$ cat src/rtl/ast_packet_arbiter_pkg.sv
// Shared types and default parameters for the Avalon-ST packet arbiter.
//
// Contents:
//   DATA_IN_W, CHANNEL_W, EMPTY_IN_W  widths of the converter's 64-bit sink
//   N_SRC, SRC_W                      default source count and grant index width
//   src_idx_t                         source index type for the default source count
//   state_t                           arbiter FSM states
package ast_packet_arbiter_pkg;

  localparam int unsigned DATA_IN_W  = 64;
  localparam int unsigned CHANNEL_W  = 10;
  localparam int unsigned EMPTY_IN_W = 3;

  localparam int unsigned N_SRC = 4;
  localparam int unsigned SRC_W = $clog2(N_SRC);

  typedef logic [SRC_W-1:0] src_idx_t;

  // IDLE: nobody owns the sink. LOCKED: grant_q owns it until its eop beat handshakes.
  typedef enum logic [0:0] {
    IDLE   = 1'b0,
    LOCKED = 1'b1
  } state_t;

endpackage

$ cat src/rtl/ast_packet_arbiter_rr_pick.sv
// Combinational round-robin picker.
//
// Scans req_i starting at ptr_i+1 and wrapping modulo N_SRC; the first set bit wins.
// The source at ptr_i itself is scanned last, so it wins only when nobody else requests.
//
// Ports:
//   req_i      request vector, one bit per source
//   ptr_i      index of the most recently served source
//   winner_o   index of the selected source (0 when any_req_o is low)
//   any_req_o  at least one request bit is set
module ast_packet_arbiter_rr_pick #(
  parameter int unsigned N_SRC = 4,
  parameter int unsigned SRC_W = $clog2(N_SRC)
) (
  input  logic [N_SRC-1:0] req_i,
  input  logic [SRC_W-1:0] ptr_i,
  output logic [SRC_W-1:0] winner_o,
  output logic             any_req_o
);

  always_comb begin
    winner_o  = '0;
    any_req_o = 1'b0;
    // Outer loop walks the distance from ptr_i, inner loop finds the source at that distance.
    for (int unsigned i = 0; i < N_SRC; i++) begin
      for (int unsigned j = 0; j < N_SRC; j++) begin
        if (!any_req_o && req_i[j] && (j == (32'(ptr_i) + i + 1) % N_SRC)) begin
          any_req_o = 1'b1;
          winner_o  = SRC_W'(j);
        end
      end
    end
  end

endmodule

$ cat src/rtl/ast_packet_arbiter.sv
// Packet-granular round-robin arbiter in front of the 64-bit Avalon-ST width converter.
//
// Once a source wins it owns the sink until its endofpacket beat handshakes. Beats pass
// through combinationally from the owning source; only arbitration state is registered.
//
// Ports:
//   clk_i, arst_n_i           clock, asynchronous active-low reset
//   src_data_i/empty_i/channel_i/sop_i/eop_i/valid_i   per-source beat fields
//   src_ready_o               per-source ready (only the owner sees ast_ready_i)
//   ast_data_o/empty_o/channel_o/sop_o/eop_o/valid_o   muxed beat to the converter
//   ast_ready_i               converter ready
//   grant_o                   owner index, meaningful while locked_o is high
//   locked_o                  a packet is in flight
//   sop_err_o                 one-cycle pulse after a grant's first beat handshaked without sop
module ast_packet_arbiter #(
  parameter int unsigned N_SRC     = ast_packet_arbiter_pkg::N_SRC,
  parameter int unsigned DATA_W    = ast_packet_arbiter_pkg::DATA_IN_W,
  parameter int unsigned CHANNEL_W = ast_packet_arbiter_pkg::CHANNEL_W,
  parameter int unsigned EMPTY_W   = ast_packet_arbiter_pkg::EMPTY_IN_W,
  localparam int unsigned SRC_W    = $clog2(N_SRC)
) (
  input  logic                             clk_i,
  input  logic                             arst_n_i,

  input  logic [N_SRC-1:0][DATA_W-1:0]     src_data_i,
  input  logic [N_SRC-1:0][EMPTY_W-1:0]    src_empty_i,
  input  logic [N_SRC-1:0][CHANNEL_W-1:0]  src_channel_i,
  input  logic [N_SRC-1:0]                 src_sop_i,
  input  logic [N_SRC-1:0]                 src_eop_i,
  input  logic [N_SRC-1:0]                 src_valid_i,
  output logic [N_SRC-1:0]                 src_ready_o,

  output logic [DATA_W-1:0]                ast_data_o,
  output logic [EMPTY_W-1:0]               ast_empty_o,
  output logic [CHANNEL_W-1:0]             ast_channel_o,
  output logic                             ast_sop_o,
  output logic                             ast_eop_o,
  output logic                             ast_valid_o,
  input  logic                             ast_ready_i,

  output logic [SRC_W-1:0]                 grant_o,
  output logic                             locked_o,
  output logic                             sop_err_o
);

  import ast_packet_arbiter_pkg::*;

  state_t           state_q, state_d;
  logic [SRC_W-1:0] grant_q, grant_d;
  logic [SRC_W-1:0] rr_ptr_q, rr_ptr_d;
  logic             first_q, first_d;
  logic             sop_err_q, sop_err_d;

  logic [N_SRC-1:0] pick_req;
  logic [SRC_W-1:0] pick_ptr;
  logic [SRC_W-1:0] pick_winner;
  logic             pick_any;

  logic             owner_hs;
  logic             owner_eop_hs;

  // One picker serves both arbitration points. In IDLE it scans from rr_ptr. While LOCKED its
  // result is only used on the owner's eop handshake: the owner then becomes the new rr_ptr and
  // its own (finishing) beat must not count as a request, so it is masked out.
  always_comb begin
    pick_req = src_valid_i;
    pick_ptr = rr_ptr_q;
    if (state_q == LOCKED) begin
      pick_req[grant_q] = 1'b0;
      pick_ptr          = grant_q;
    end
  end

  ast_packet_arbiter_rr_pick #(
    .N_SRC (N_SRC),
    .SRC_W (SRC_W)
  ) u_rr_pick (
    .req_i     (pick_req),
    .ptr_i     (pick_ptr),
    .winner_o  (pick_winner),
    .any_req_o (pick_any)
  );

  assign owner_hs     = (state_q == LOCKED) && src_valid_i[grant_q] && ast_ready_i;
  assign owner_eop_hs = owner_hs && src_eop_i[grant_q];

  // Next-state logic. A grant only moves on an eop handshake, so a valid drop or a stalled
  // converter mid-packet leaves everything as it is.
  always_comb begin
    state_d   = state_q;
    grant_d   = grant_q;
    rr_ptr_d  = rr_ptr_q;
    first_d   = first_q;
    sop_err_d = 1'b0;

    unique case (state_q)
      IDLE: begin
        if (pick_any) begin
          state_d = LOCKED;
          grant_d = pick_winner;
          first_d = 1'b1;
        end
      end

      LOCKED: begin
        if (owner_hs) begin
          first_d   = 1'b0;
          // A grant's first beat is expected to carry sop; flag it but forward it anyway.
          sop_err_d = first_q && !src_sop_i[grant_q];
        end
        if (owner_eop_hs) begin
          rr_ptr_d = grant_q;
          if (pick_any) begin
            // Back-to-back hand-over with no idle cycle.
            grant_d = pick_winner;
            first_d = 1'b1;
          end else begin
            state_d = IDLE;
          end
        end
      end

      default: state_d = IDLE;
    endcase
  end

  always_ff @(posedge clk_i or negedge arst_n_i) begin
    if (!arst_n_i) begin
      state_q   <= IDLE;
      grant_q   <= '0;
      rr_ptr_q  <= SRC_W'(N_SRC - 1);
      first_q   <= 1'b0;
      sop_err_q <= 1'b0;
    end else begin
      state_q   <= state_d;
      grant_q   <= grant_d;
      rr_ptr_q  <= rr_ptr_d;
      first_q   <= first_d;
      sop_err_q <= sop_err_d;
    end
  end

  // Beat mux. Everything is forced to zero in IDLE, which also covers the reset period since
  // the state register clears asynchronously.
  always_comb begin
    ast_data_o    = '0;
    ast_empty_o   = '0;
    ast_channel_o = '0;
    ast_sop_o     = 1'b0;
    ast_eop_o     = 1'b0;
    ast_valid_o   = 1'b0;
    src_ready_o   = '0;
    if (state_q == LOCKED) begin
      ast_data_o           = src_data_i[grant_q];
      ast_empty_o          = src_empty_i[grant_q];
      ast_channel_o        = src_channel_i[grant_q];
      ast_sop_o            = src_sop_i[grant_q];
      ast_eop_o            = src_eop_i[grant_q];
      ast_valid_o          = src_valid_i[grant_q];
      src_ready_o[grant_q] = ast_ready_i;
    end
  end

  assign grant_o   = grant_q;
  assign locked_o  = (state_q == LOCKED);
  assign sop_err_o = sop_err_q;

endmodule

$ cat config.mk
export PLATFORM = sky130hd
export DESIGN_NAME = ast_packet_arbiter
export DESIGN_NICKNAME = d
export VERILOG_FILES = /design/src/rtl/ast_packet_arbiter_pkg.sv /design/src/rtl/ast_packet_arbiter_rr_pick.sv /design/src/rtl/ast_packet_arbiter.sv
export SDC_FILE = /design/constraint.sdc
export NUM_CORES = 1
export LEC_CHECK = 0
export ABC_CLOCK_PERIOD_IN_PS = 2300
export CAP_MARGIN = 10
export CORE_AREA = 2 2 158 160
export CTS_BUF_LIST = sky130_fd_sc_hd__clkbuf_4 sky130_fd_sc_hd__clkbuf_8 sky130_fd_sc_hd__clkbuf_16
export CTS_CLUSTER_DIAMETER = 60
export DETAILED_ROUTE_END_ITERATION = 16
export DIE_AREA = 0 0 160 162
export GPL_TIMING_DRIVEN = 1
export HOLD_SLACK_MARGIN = 0.15
export SLEW_MARGIN = 20
export SYNTH_ARGS = -nofsm -noshare
export SYNTH_HDL_FRONTEND = slang
export SYNTH_HIERARCHICAL = 1
export SYNTH_SLANG_ARGS = --single-unit
$ cat constraint.sdc
create_clock -name clk_i -period 2.3 [get_ports clk_i]
set_input_delay 0.46 -clock clk_i [delete_from_list [all_inputs] [get_ports clk_i]]
set_output_delay 0.46 -clock clk_i [all_outputs]
set_load 0.005 [all_outputs]
==> results of run 1 <==
## per-layer routing
layer  part of all wire, %  track usage [%]  up-vias
li1                      -                -     1882
met1                    35            15.24     2005
met2                    55            29.44      261
met3                   9.0            3.933       11
met4                   1.2            2.007        0
met5                     0                0        -
## stage by stage
stage / power (µW) / hold WS, ps / setup TNS [ps]
finish: 8118 / 492.2 / -1006
detailed placement: 6617 / 476.9 / -9640
global route: 8690 / 518.2 / -2677
CTS: 8243 / 492.9 / -3928
global placement: 6618 / 472.0 / -9518
floorplan: 3335 / 164.4 / 0
## worst min-delay path: stages (launching register included)
cell and delay, ps:
dfstp_2 350, inv_1 60, mux2i_1 70
## cells by family after synthesis
kind of cell	Yosys count
compound gates	17
simple gates	110
mux	82
flops	7
buf+inv	34
## power breakdown
part / switching [µW] / internal, µW / total, µW
Clock: 72.4 / 243 / 315
Sequential: 70.9 / 200 / 271
Combinational: 2490 / 5050 / 7530
Total: 2630 / 5490 / 8120
## placed cells by master, fill, tap and decap left out, types with 2 or more instances in the layout
cell	n
nor2_1	10
nand2b_1	5
o21ai_0	3
and2_4	55
buf_4	11
inv_1	3
dfrtp_4	2
clkdlybuf4s50_1	327
buf_6	69
o21a_1	4
and2_1	25
dfrtp_1	2
buf_2	29
buf_8	11
dlygate4sd2_1	2
dfstp_2	2
o211ai_1	2
mux4_2	80
a31o_2	2
buf_12	15
clkbuf_2	3
clkbuf_16	3
nand2_1	9
## state kept, by name, summed over array words and instances, names as in the netlist
register	count
grant_o	2
locked_o	1
first_q	1
sop_err_o	1
rr_ptr_q	2
## what timing repair did
action / CTS / global route
buffers inserted: 38 / 3
resized for setup: 417 / 59
pin swaps: 50 / 0
cloned: 5 / 0
setup endpoints to repair: 82 / 78
## final cells by class
class / instances / area, µm² / share of cell area, %
repair buffers: 470 / 4810 / 58.49
multi-input cells: 209 / 2724 / 33.13
well taps: 324 / 405.4 / 4.930
flip-flops and latches: 7 / 186.4 / 2.267
clock buffers: 4 / 82.58 / 1.004
inverters: 4 / 15.01 / 0.1826
## worst paths after layout
check | start | to | slack (ps) | depth (start not counted)
setup / recovery | grant_o[0] | ast_data_o[12] | -60 | 6
hold / removal | rr_ptr_q[1] | rr_ptr_q[1] | 490 | 2
setup reg to reg | grant_o[0] | first_q | 200 | 6
hold reg to reg | rr_ptr_q[1] | rr_ptr_q[1] | 490 | 2
max in group asynchronous | arst_n_i | rr_ptr_q[0] | 1490 | 1
min in group asynchronous | arst_n_i | grant_o[0] | 510 | 1
==> metrics.txt, run 1 <==
run status=complete, but fails checks; failing checks=setup timing; sequential area share after synthesis=6.055%; Worst path max stage delay=530 ps; drt pass-1 iters=4; Final Cell Area=8223 µm²; number of failing hold endpoints at the final stage=0; Site Rows=57; Die Height=162 µm; vias per cell=4.085; layout cells sized above 1=41.50%; DRC errors left=0; io pins=411; Mapped Area=2934 µm²; Core Box Area=24110 µm²; placed cell count=983; worst skew pair latency=240 ps; Clk pin slew, worst setup/hold paths=40 ps; Final Cycle Share=102.5%; DR vias=4159; simple-gate portion of the synthesized area=21.88%; top-area cell type share of the netlist area=61.41%; Post-Synth Adder-Cell Area=0%; syn_area_per_cell=11.74 µm²; dpl hpwl=16.55 mm; maximum vdd ir drop=0.0003553 V; Post-Synthesis Cells=250; Num CTS Buffers=3; worst slack at placement=-223.4 ps; fraction of synthesis flops using an asynchronous set or reset pin=100.0%; routability cong.=0.7767; worst setup slack after layout=-56.87 ps; # hold bufs at CTS=0; crit-path most repeated cell=buf_12; TritonCTS Sinks=7; Synth Register Bits=7; family with the most delay on the worst path=buffers and inverters; Initial Util=12.17%; most frequent cells after synthesis=80 x and2_1, 80 x mux4_2, 13 x clkbuf_1, 10 x nor2_1; initial antenna violation count=0; GRT Total Usage=14.56%; die width=160 µm; final setup violating endpoints=32; cell taking the most area after synthesis=mux4_2; CTS tree=built; Synth Flop Type=dfrtp_1; min Tclk post-route=2357 ps; global route total overflow=0; Final Max Tran Viols=0; Finished Layout Cells=1018; syn nets=573; fmax=424.3 MHz; Die Area=25920 µm²; mux contribution to synthesized area=62.13%; largest family of logic cells by synthesized area=multiplexers; clock buffer depth=2; fin nets=1018; CP Class=flop to output port; Rel. slew slack=75.27%; Power Density=987.2 nW/µm²; Post-Route WL=19.97 mm; number of synthesized flops with an enable pin=0; Max-Cap Viols=0; xor-xnor portion of the synthesized cell area=0%; H-tree Lvls=1; Fill cells=2510; leak pwr=0.003229 µW; Worst Clk Skew=3.111 ps; Clock Root Buffer=clkbuf_16; hold crit path type=flop to flop; placed cell area=7625 µm²; Synth warnings=6; Compound-Gate Fraction of Synth Area=4.136%; largest net degree at the start of global routing=45; Worst EP required=1840 ps; Iter 0 DRT Violations=139; critical path startpoint category=flop; Worst EP arrival=1900 ps; global-route wire length before repair=28.52 mm; Critical Path Fanout Max=8; measured slew at the worst slew-check pin=367.0 ps; vias in the first global route=4660; ANT cells=0; Area contributors post-synth=mux4_2 61%, and2_1 17%, dfrtp_1 4.3%, buf_4 2.3%, dfstp_2 1.8%; remaining antenna violation count=0; Core Util, Final=34.11%; Cell variety after synth=30; CP Buf/Inv Count=4; WL/cell=19.62 µm; Port Buffers=410; Worst path slowest cell=dfrtp_4; Layout area overhead=180.3%; crit path cell chain=buf_12 > buf_12 > buf_4 > mux4_2 > and2_4 > buf_2; RSZ-0062 raised after global routing=true; kind of end point of the critical path=output port
(Power assumes the default switching activity.)
==> run 2: changes to the inputs <==
- ABC_CLOCK_PERIOD_IN_PS: 2300 -> default
==> results of run 2 <==
Same layout as run 1: the final DEF is identical, and so are final timing and power.
